## src/rtl/ctrl_accum_n.sv

```systemverilog
// ctrl_accum_n -- control FSM for the byte-accumulate-to-RAM datapath.
//
// Pops bytes from an upstream FIFO and groups them into words of
// BYTES_PER_WORD bytes. It drives the accumulator load/add strobes and
// issues one RAM write per completed word at an auto-incrementing address.
// When the RAM is exhausted it either wraps the address to 0 (WRAP=1) or
// stops reading and raises a sticky ram_full flag (WRAP=0).
//
// Parameters:
//   BYTES_PER_WORD  bytes summed per RAM word (2..16)
//   RAM_DEPTH       number of RAM words (2..65536)
//   ADDR_W          RAM address width, clog2(RAM_DEPTH)
//   WRAP            1 = wrap address to 0, 0 = stop and flag full
//
// Ports:
//   clk             clock
//   reset_n         asynchronous active-low reset
//   fifo_empty      upstream FIFO empty flag
//   enable          1 = reads allowed, 0 = pause and hold state
//   clear           synchronous clear (aborts partial word, zeroes address)
//   read            FIFO pop strobe (combinational)
//   acc_en          accumulator update strobe; FIFO data valid this cycle
//   zero_sel        with acc_en: load the byte instead of adding it
//   write_ram       one-cycle RAM write strobe
//   ram_addr        RAM write address, valid while write_ram=1
//   byte_idx        index of the next byte to be read
//   ram_full        sticky RAM-exhausted flag (WRAP=0 only)
//   words_written   saturating count of RAM writes since reset/clear
//                   (present only when CTRL_ACCUM_N_WORD_CNT_EN is defined)
//
// Optional feature macro: CTRL_ACCUM_N_WORD_CNT_EN

module ctrl_accum_n #(
    parameter int BYTES_PER_WORD = 4,
    parameter int RAM_DEPTH      = 256,
    parameter int ADDR_W         = 8,
    parameter int WRAP           = 0
) (
    input  logic              clk,
    input  logic              reset_n,
    input  logic              fifo_empty,
    input  logic              enable,
    input  logic              clear,
    output logic              read,
    output logic              acc_en,
    output logic              zero_sel,
    output logic              write_ram,
    output logic [ADDR_W-1:0] ram_addr,
    output logic [3:0]        byte_idx,
    output logic              ram_full
`ifdef CTRL_ACCUM_N_WORD_CNT_EN
    ,
    output logic [ADDR_W:0]   words_written
`endif
);

    localparam logic [3:0]        LAST_IDX  = 4'(BYTES_PER_WORD - 1);
    localparam logic [ADDR_W-1:0] LAST_ADDR = ADDR_W'(RAM_DEPTH - 1);

    logic [3:0]        byte_cnt;
    logic [ADDR_W-1:0] rd_word;   // word slot the bytes now being read will fill
    logic              rd_stop;   // final word fully read; no further pops
    logic              last_s1;   // stage-1 byte is the last of its word
    logic              last_read;

    // rd_stop closes the gap between reading the final word's last byte and
    // ram_full rising three cycles later, so no byte is popped and dropped.
    assign read      = ~fifo_empty & enable & ~ram_full & ~rd_stop & ~clear;
    assign last_read = read & (byte_cnt == LAST_IDX);
    assign byte_idx  = byte_cnt;

    always_ff @(posedge clk or negedge reset_n) begin
        if (!reset_n) begin
            byte_cnt  <= '0;
            rd_word   <= '0;
            rd_stop   <= 1'b0;
            acc_en    <= 1'b0;
            zero_sel  <= 1'b0;
            last_s1   <= 1'b0;
            write_ram <= 1'b0;
            ram_addr  <= '0;
            ram_full  <= 1'b0;
        end else if (clear) begin
            byte_cnt  <= '0;
            rd_word   <= '0;
            rd_stop   <= 1'b0;
            acc_en    <= 1'b0;
            zero_sel  <= 1'b0;
            last_s1   <= 1'b0;
            write_ram <= 1'b0;
            ram_addr  <= '0;
            ram_full  <= 1'b0;
        end else begin
            // Pipeline: read -> acc_en/zero_sel -> write_ram. Stages always
            // advance, so enable/ram_full only stop new reads.
            acc_en    <= read;
            zero_sel  <= read & (byte_cnt == '0);
            last_s1   <= last_read;
            write_ram <= acc_en & last_s1;

            if (read) begin
                byte_cnt <= (byte_cnt == LAST_IDX) ? '0 : byte_cnt + 4'd1;
            end

            if (last_read) begin
                if (rd_word == LAST_ADDR) begin
                    rd_word <= '0;
                    if (WRAP == 0) begin
                        rd_stop <= 1'b1;
                    end
                end else begin
                    rd_word <= rd_word + ADDR_W'(1);
                end
            end

            if (write_ram) begin
                if (ram_addr == LAST_ADDR) begin
                    if (WRAP != 0) begin
                        ram_addr <= '0;
                    end else begin
                        ram_full <= 1'b1;
                    end
                end else begin
                    ram_addr <= ram_addr + ADDR_W'(1);
                end
            end
        end
    end

`ifdef CTRL_ACCUM_N_WORD_CNT_EN
    always_ff @(posedge clk or negedge reset_n) begin
        if (!reset_n) begin
            words_written <= '0;
        end else if (clear) begin
            words_written <= '0;
        end else if (write_ram && (words_written != '1)) begin
            words_written <= words_written + (ADDR_W + 1)'(1);
        end
    end
`endif

endmodule

```

## config.mk

```make
export PLATFORM = sky130hd
export DESIGN_NAME = ctrl_accum_n
export DESIGN_NICKNAME = d
export VERILOG_FILES = /design/src/rtl/ctrl_accum_n.sv
export SDC_FILE = /design/constraint.sdc
export NUM_CORES = 1
export LEC_CHECK = 0
export ABC_AREA = 1
export BUFFER_PORTS_ARGS = -buffer_cell sky130_fd_sc_hd__buf_2
export CAP_MARGIN = 30
export CORE_MARGIN = 5
export CORE_UTILIZATION = 60
export CTS_CLUSTER_SIZE = 10
export DETAILED_ROUTE_END_ITERATION = 8
export GPL_TIMING_DRIVEN = 1
export PLACE_DENSITY_LB_ADDON = 0.3
export SLEW_MARGIN = 10
export SYNTH_ARGS = -nofsm -noshare
export SYNTH_HDL_FRONTEND = slang
export SYNTH_SLANG_ARGS = --single-unit
```

## constraint.sdc

```tcl
create_clock -name clk -period 3.9 [get_ports clk]
set_input_delay 0.78 -clock clk [delete_from_list [all_inputs] [get_ports clk]]
set_output_delay 0.78 -clock clk [all_outputs]
set_load 0.01 [all_outputs]
```

==> metrics.yaml, run 1 <==
status:
  status: "finished, final reports clean"
sta:
  hold_viol: 0
  setup_tns_ps: 0
  worst_pin_slew_ps: 562
  rsz0062_at_grt: "false"
  setup_violations: 0
  min_period_ps: 2400
  slew_violations: 0
  fin_crit_sh_pct: 61.6
  slew_headroom_pct: 62.5
  clock_skew_ps: 18.9
  max_freq_mhz: 416
yosys:
  ys_warn_count: 0
  synth_seq_cells: 26
  yosysTopAreaCellShare_pct: 44.6
  synth_area_leaders: "dfrtp_1 45%, nand2_1 12%, nand3_1 5.8%"
  synth_xor_area_share_pct: 1.20
  synth_area_leader_cell: "dfrtp_1"
  synthAdderAreaFrac_pct: 3.43
  synth_top_family_by_area: "simple AND/OR/NAND/NOR gates"
  netlist_area_um2: 1460
  avgSynthCellArea_um2: 7.97
  synthMuxAreaShare_pct: 0
  synth_enable_flop_cells: 0
  synth-async-reset-ratio_pct: 100
  synthTopCellsByCount: "45 x nand2_1, 26 x dfrtp_1, 22 x inv_1, 17 x nand3_1, 14 x nor2_1"
  synth_flop_cell: "dfrtp_1"
  synth_compound_gate_area_share_pct: 9.53
  synth_nets: 192
  ys_seq_area_share_pct: 44.6
  synth-simple-area-share_pct: 31.8
  synth_cell_types: 26
  yosysMostFrequentCell: "nand2_1"
  syn_inst: 183
cells_and_area:
  final_area_um2: 1580
  utilization_pct: 69.6
  drive_gt1_share_pct: 24.0
  area_growth_pct: 8.67
  antenna_cells: 0
  nets: 215
  seq_area_um2: 651
  nFillCells: 179
  multiInputGateArea_um2: 669
power_and_ir_drop:
  peakVddDrop_uv: 176
  p_leak_uw: 0.000820
  powerDensity_nw_per_um2: 283
worst_setup_path:
  slowest_delay_ps: 240
  worstPathRequired_ps: 3120
  cp_slowest_cell: "inv_2"
  arrival_ps: 1620
  critPathTopFamily: "buffers and inverters"
  cp_common_cell: "buf_2"
  reg2reg_depth: 6
  timing.critical_path.from: "clear"
  end_kind: "output pin"
  path_class: "input pin to output pin"
  crit_fanout: 17
  reg2reg_to: "rd_word[2]"
  cp_cell_sequence: "buf_2 > inv_2 > nand3_2 > inv_1 > buf_2"
  r2r_slack_ps: 2190
  critPathLaunchType: "input pin"
  rr_startpoint: "byte_idx[1]"
  critPathBufInv: 4
grt:
  grt_start_max_net_pins: 27
  grt_first_pass_wirelength_um: 5190
  grt_use_total_pct: 19.4
  grt_pass1_vias: 1269
  overflow: 0
  antenna_found_initial: 0
routing:
  via_count: 1231
  drc_errors: 0
  drt_iter0_markers: 46
  first_pass_iters: 4
  wirelength_um: 2840
  drt-vias-per-instance: 5.31
  ant_nets: 0
  routedWlPerCell_um: 12.2
placed_design:
  place.gp.congestion: 0.804
  port_buffers: 21
  dp_hpwl_um: 2180
  place_area_um2: 1560
floorplanning:
  die_h_um: 59.3
  rows: 17
  io_pins: 22
  dieArea_um2: 3520
  core_area_um2: 2280
  die_x_um: 59.3
  initial_utilization_pct: 64.0
cts:
  htreeDepth: 1
  cts_setup_buffers: 0
  cts_max_path_buffers: 2
  cts_tree: "built"
  ctsResizeCount: 0
  numClockSinks: 26
  clk_pin_slew_ps: 150
  cts_hold_buf: 0
  root_buffer: "clkbuf_4"
  insertion_delay_ps: 340
  numCtsBuffers: 3
run:
  drv_cap: 0
hold_path:
  hold_class: "input pin to asynchronous set/reset pin"
## cell type report
type | count | share of cell area [%]
repair buffers | 21 | 6.64
clock buffers | 3 | 1.42
well taps | 28 | 2.21
multi-input cells | 127 | 42.3
inverters | 27 | 6.40
flip-flops and latches | 26 | 41.1
## logic make-up (layout without fill, tap and decap cells)
group / Yosys count / in the layout
buffers and inverters: 30 / 51
adders and majority gates: 4 / 4
DFF: 26 / 26
AOI/OAI and AO/OA: 24 / 24
xor gates and xnor gates: 2 / 2
and+or+nand+nor: 97 / 97
## routing by layer
metal | wire length (um) | track usage [%]
met3 | 149 | 3.49
met1 | 1150 | 20.8
met5 | 0 | 0
met4 | 55 | 12.3
met2 | 1480 | 34.5
## placed cells by master, fill, tap and decap left out, types with 4 or more instances in the layout
| cell type | n |
|---|---|
| nand2_1 | 45 |
| dfrtp_1 | 26 |
| inv_1 | 22 |
| buf_2 | 21 |
| nand3_1 | 17 |
| nor2_1 | 14 |
| o21ai_0 | 9 |
| nor2_2 | 5 |
| inv_2 | 5 |
| nand2_2 | 5 |
| o21ai_1 | 5 |
| o21ai_2 | 4 |
| a21oi_1 | 4 |
| ha_1 | 4 |
## report_power, final
part	total, uW	switching (uW)	leakage, uW	internal [uW]
clock	118	81.6	0.0000138	36.4
sequential	283	7.33	0.000359	276
combinational	47.0	31.9	0.000448	15.1
## state kept, by name, indices dropped and copies added, names as in the netlist
register   count
byte_idx       4
zero_sel       1
ram_addr       8
rd_word        8
ram_full       1
last_s1        1
rd_stop        1
acc_en         1
write_ram      1
## through the flow
stage / cells / hold WS (ps) / total power (uW) / worst slack, ps
global route: 232 / 456 / 472 / 1400
CTS: 232 / 434 / 453 / 1500
floorplan: 183 / 445 / 319 / 1960
detailed placement: 229 / 469 / 337 / 1500
finish: 232 / 406 / 448 / 1500
global placement: 229 / 469 / 334 / 1540
## worst max path at each step
stage | to | slack [ps] | cells past startpoint
after floorplan | read | 1960 | 4
after global placement | read | 1540 | 5
after detailed placement | read | 1500 | 5
after CTS | read | 1500 | 5
after global routing | read | 1400 | 5
final | read | 1500 | 5
(Power assumes the default switching activity.)
==> inputs of run 2 (changes only) <==
--- a/config.mk
+++ b/config.mk
@@ -9,7 +9,7 @@
 export BUFFER_PORTS_ARGS = -buffer_cell sky130_fd_sc_hd__buf_2
 export CAP_MARGIN = 30
 export CORE_MARGIN = 5
-export CORE_UTILIZATION = 60
+export CORE_UTILIZATION = 50
 export CTS_CLUSTER_SIZE = 10
 export DETAILED_ROUTE_END_ITERATION = 8
 export GPL_TIMING_DRIVEN = 1
==> constraint.sdc (replaced) <==
create_clock -name clk -period 2.13 [get_ports clk]
set_input_delay 0.426 -clock clk [delete_from_list [all_inputs] [get_ports clk]]
set_output_delay 0.426 -clock clk [all_outputs]
set_load 0.01 [all_outputs]
==> run 2 against run 1 <==
Worst setup slack got worse by 1100 ps. Final area up 2.6%. Clock skew fell by 0.84 ps. Total power is 110% higher. Count of clock-buffer cells in the layout did not move. Flip-flop and latch count is the same. Utilization is 11 points lower. First-iteration DRC count increased to 2.9 times the previous value. Register-to-register slack lost 1700 ps. Non-clock buffer count grew 1.
==> metrics.yaml, run 2 (synthesis gave the netlist of run 1 again) <==
floorplanning:
  dieArea_um2: 4100  # +17%
  die_h_um: 64.0  # +7.9%
  rows: 19  # +2
  io_pins: 22  # unchanged
  core_area_um2: 2780  # +22%
  die_x_um: 64.0  # +7.9%
  initial_utilization_pct: 52.4  # -12 points
power_and_ir_drop:
  sequentialPowerShare_pct: 54.5  # -8.7 points
  finalPower_uw: 951  # +110%
  p_leak_uw: 0.000839  # +2.3%
  combinationalPowerShare_pct: 9.2  # -1.3 points
  powerDensity_nw_per_um2: 585  # +110%
  netSwitchingPower_uw: 226  # +87%
  power.internal_uw: 725  # +120%
  power_frac_clock_pct: 36.3  # +10 points
  peakVddDrop_uv: 665  # +280%
  switching_share_pct: 23.8  # -3.2 points
cells_and_area:
  area_growth_pct: 11.5
  nFillCells: 246  # +37%
  antenna_cells: 0  # unchanged
  drive_gt1_share_pct: 24.8  # +0.74 points
  nets: 216  # +0.47%
  layout_common_cells: "45 x nand2_1, 26 x dfrtp_1, 22 x inv_1"
  multiInputGateArea_um2: 669  # unchanged
  seq_area_um2: 651  # unchanged
  layout_commonest_cell: "nand2_1"
routing:
  via_count: 1262  # +2.5%
  drt-vias-per-instance: 5.32  # +0.36%
  routedWlPerCell_um: 12.4  # +1.3%
  first_pass_iters: 5  # +1
  wirelength_um: 2940  # +3.5%
  ant_nets: 0  # unchanged
  drc_errors: 0  # unchanged
  drt_iter0_markers: 132  # +190%
status:
  status: "finished, final reports clean"
cts:
  cts_max_path_buffers: 2  # unchanged
  cts_hold_buf: 0  # unchanged
  cts_tree: "built"
  htreeDepth: 1  # unchanged
  numClockSinks: 26  # unchanged
  cts_setup_buffers: 0  # unchanged
  ctsResizeCount: 0  # unchanged
  insertion_delay_ps: 340  # about the same
  root_buffer: "clkbuf_4"
  numCtsBuffers: 3  # unchanged
  clk_pin_slew_ps: 160  # about the same
sta:
  fin_crit_sh_pct: 83.7
  slew_violations: 0  # unchanged
  holdWs_ps: 48.5  # -357 ps
  min_period_ps: 1780
  worst_pin_slew_ps: 571  # +8.69 ps
  setup_violations: 0  # unchanged
  hold_viol: 0  # unchanged
  slew_headroom_pct: 62.0  # -0.58 points
  clock_skew_ps: 18.0  # -0.844 ps
  max_freq_mhz: 561
  rsz0062_at_grt: "false"
  setup_tns_ps: 0  # unchanged
placed_design:
  place.gp.congestion: 0.841  # +4.6%
  dp_hpwl_um: 2190  # +0.56%
  port_buffers: 21  # unchanged
grt:
  antenna_found_initial: 0  # unchanged
  grt_pass1_vias: 1239  # -2.4%
  grt_use_total_pct: 16.0  # -3.4 points
  overflow: 0  # unchanged
  grt_start_max_net_pins: 27  # unchanged
  grt_first_pass_wirelength_um: 5350  # +3.1%
worst_setup_path:
  arrival_ps: 1360  # -260 ps
  end_kind: "output pin"
  slowest_delay_ps: 440  # +200 ps
  crit_fanout: 5  # -12
  cp_cell_sequence: "nor2_2 > nand3_2 > inv_1 > buf_2"
  cp_slowest_cell: "dfrtp_1"
  worstPathRequired_ps: 1700  # -1420 ps
  path_class: "register to output pin"
  critPathLaunchType: "register"
hold_path:
  hold_class: "input pin to asynchronous set/reset pin"
run:
  drv_cap: 0  # unchanged
## run 2: cell types whose count changed in the layout (fill, tap and decap cells not counted)
| cell | delta |
|---|---|
| bufinv_16 | +1 |
| buf_4 | +1 |
## run 2: worst max-delay path: cells and delay by family (launching register included)
| kind | cells | cell delay, ps |
|---|---|---|
| simple gates | 2 | 290 |
| buf+inv | 2 | 290 |
| flops | 1 | 440 |
## run 2: layer usage
metal  track usage (%)  up-vias  wire length, um
met4              3.90        0               37
li1                  -      628                -
met1              19.5      598             1250
met2              27.6       32             1500
met3              4.55        4              152
met5                 0        -                0
## run 2: worst paths after layout
path	from	endpoint	slack (ps)	cells after the start
max	ram_full	read	350	4
min	reset_n	ram_addr[5]	50	1
max reg2reg	byte_idx[1]	rd_word[3]	510	6
min reg2reg	last_s1	write_ram	530	2
max in group asynchronous	reset_n	rd_word[5]	1680	1
min in group clk	clear	ram_full	330	2
## run 2: final cells by class
class | instances | area share (%)
sequential | 26 | 40.0
tap | 31 | 2.39
clock buffer | 3 | 1.39
inverter | 27 | 6.24
timing repair buffer | 22 | 6.93
multi-input combinational | 127 | 41.2
clock inverter | 1 | 1.85
## run 2: power groups by stage
stage                     Combinational [uW]  Clock, uW  Sequential, uW
after floorplan                         53.2          0             531
after global placement                  87.1          0             526
after detailed placement                88.8          0             527
after CTS                               89.2        358             518
after global routing                     102        379             521
final                                   87.9        345             518
## run 2: through the flow
stage | setup slack [ps] | instance area [um^2] | utilization, % | cells
after floorplan | 780 | 1460 | - | 183
after global placement | 597 | 1570 | 56.5 | 233
final | 347 | 1630 | 58.4 | 237
after detailed placement | 519 | 1570 | 56.5 | 233
after CTS | 330 | 1630 | 58.4 | 237
after global routing | 273 | 1630 | 58.4 | 237
==> inputs of run 3 (changes only) <==
--- a/config.mk
+++ b/config.mk
@@ -9,7 +9,7 @@
 export BUFFER_PORTS_ARGS = -buffer_cell sky130_fd_sc_hd__buf_2
 export CAP_MARGIN = 30
 export CORE_MARGIN = 5
-export CORE_UTILIZATION = 50
+export CORE_UTILIZATION = 55
 export CTS_CLUSTER_SIZE = 10
 export DETAILED_ROUTE_END_ITERATION = 8
 export GPL_TIMING_DRIVEN = 1
==> constraint.sdc (replaced) <==
create_clock -name clk -period 1.7 [get_ports clk]
set_input_delay 0.34 -clock clk [delete_from_list [all_inputs] [get_ports clk]]
set_output_delay 0.34 -clock clk [all_outputs]
set_load 0.01 [all_outputs]
==> run 3 against run 2 <==
Worst setup slack worse by 260 ps. First-iteration DRC count is 18% lower. Total power is 25% higher. Hold slack better by 200 ps. Sequential power is 25% higher. Largest cell class unchanged. Non-clock buffer count is 3 higher. Critical path type unchanged.
==> metrics.yaml, run 3 (synthesis gave the netlist of run 1 again) <==
floorplanning:
  core_area_um2: 2500  # -10%
  die_x_um: 61.5  # -3.9%
  initial_utilization_pct: 58.3  # +5.9 points
  dieArea_um2: 3780  # -7.7%
  rows: 18  # -1
  die_h_um: 61.5  # -3.9%
  io_pins: 22  # unchanged
cells_and_area:
  nFillCells: 206  # -16%
  seq_area_um2: 651  # unchanged
  final_area_um2: 1650  # +1.5%
  area_growth_pct: 13.1
  nets: 219  # +1.4%
  antenna_cells: 0  # unchanged
  layout_common_cells: "45 x nand2_1, 26 x dfrtp_1, 21 x inv_1, 21 x buf_2, 17 x nand3_1"
  multiInputGateArea_um2: 669  # unchanged
  drive_gt1_share_pct: 25.8  # +1.1 points
  utilization_pct: 66.0  # +7.5 points
  layout_commonest_cell: "nand2_1"
grt:
  grt_first_pass_wirelength_um: 5040  # -5.8%
  grt_use_total_pct: 18.3  # +2.3 points
  overflow: 0  # unchanged
  grt_pass1_vias: 1157  # -6.6%
  antenna_found_initial: 0  # unchanged
  grt_start_max_net_pins: 27  # unchanged
cts:
  insertion_delay_ps: 330  # about the same
  numClockSinks: 26  # unchanged
  clk_pin_slew_ps: 140  # -20 ps
  cts_max_path_buffers: 2  # unchanged
  numCtsBuffers: 3  # unchanged
  htreeDepth: 1  # unchanged
  root_buffer: "clkbuf_4"
  cts_tree: "built"
routing:
  drc_errors: 0  # unchanged
  drt-vias-per-instance: 5.33  # +0.18%
  ant_nets: 0  # unchanged
  wirelength_um: 2930  # -0.37%
  routedWlPerCell_um: 12.3  # -1.2%
  via_count: 1275  # +1.0%
  first_pass_iters: 4  # -1
  drt_iter0_markers: 108  # -18%
worst_setup_path:
  critPathLaunchType: "register"
  critPathBufInv: 2  # unchanged
  worstPathRequired_ps: 1360  # -340 ps
  cp_cell_sequence: "nor2_2 > nand3_2 > inv_2 > buf_2"
  path_class: "register to output pin"
  slowest_delay_ps: 410  # -30 ps
  cp_slowest_cell: "dfrtp_1"
  end_kind: "output pin"
  crit_fanout: 5  # unchanged
  critPathTopFamily: "flip-flops"
  arrival_ps: 1270  # -90 ps
run:
  drv_cap: 0  # unchanged
sta:
  max_freq_mhz: 622
  min_period_ps: 1610
  holdWs_ps: 245  # +197 ps
  worst_pin_slew_ps: 589  # +18.0 ps
  fin_ws_ps: 92.4  # -255 ps
  slew_headroom_pct: 60.8  # -1.2 points
  fin_crit_sh_pct: 94.6
  setup_violations: 0  # unchanged
  hold_viol: 0  # unchanged
  rsz0062_at_grt: "false"
  setup_tns_ps: 0  # unchanged
  clock_skew_ps: 6.00  # -12.0 ps
  slew_violations: 0  # unchanged
power_and_ir_drop:
  peakVddDrop_uv: 535  # -19%
  powerDensity_nw_per_um2: 718  # +23%
  p_leak_uw: 0.000851  # +1.5%
placed_design:
  place_area_um2: 1580  # +0.40%
  dp_hpwl_um: 2210  # +0.91%
  dp_slack_ps: 199  # -319 ps
  port_buffers: 21  # unchanged
  place.gp.congestion: 0.907  # +7.8%
hold_path:
  hold_class: "input pin to register"
status:
  status: "finished, final reports clean"
-- run 3: cell types whose count changed in the layout (fill, tap and decap cells not counted) --
cell and change:
buf_4 +2, dlygate4sd3_1 +1, inv_1 -1, inv_2 +1
-- run 3: path summary, 6_finish.rpt --
path / from / end / slack [ps] / cells past startpoint
setup / recovery: ram_full / read / 90 / 4
hold / removal: clear / write_ram / 250 / 2
setup reg to reg: byte_idx[1] / rd_word[2] / 160 / 7
hold reg to reg: last_s1 / write_ram / 480 / 2
max in group asynchronous: reset_n / last_s1 / 780 / 2
min in group asynchronous: reset_n / ram_addr[3] / 530 / 2
-- run 3: final cells by class --
| type | count | share of cell area [%] |
|---|---|---|
| Tap cell | 30 | 2.28 |
| Inverter | 27 | 6.15 |
| Clock inverter | 1 | 1.82 |
| Timing Repair Buffer | 25 | 8.35 |
| Sequential cell | 26 | 39.5 |
| Clock buffer | 3 | 1.37 |
| Multi-Input combinational cell | 127 | 40.6 |
-- run 3: power by group --
part           internal (uW)  total (uW)  leakage (uW)  switching, uW
Sequential               633         650      0.000359           17.2
Combinational           38.9         113      0.000465           74.5
Clock                    239         421     0.0000279            182
-- run 3: what timing repair did --
item | 4_1_cts | 5_1_grt
buffers inserted | 0 | 1
endpoints found under the hold margin | 15 | 0
hold buffers | 1 | 0
resized for setup | 0 | 1
endpoints found under the setup margin | 0 | 1
-- run 3: per-stage QoR --
step,cells,power (uW)
after floorplan,183,732
after global placement,233,770
after detailed placement,233,774
after CTS,238,1200
after global routing,239,1250
final,239,1180
-- run 3: per-layer routing --
layer | wire length [um] | GRT usage [%]
met1 | 1330 | 23.5
met2 | 1430 | 30.5
met3 | 95 | 2.73
met4 | 73 | 8.18
met5 | 0 | 0
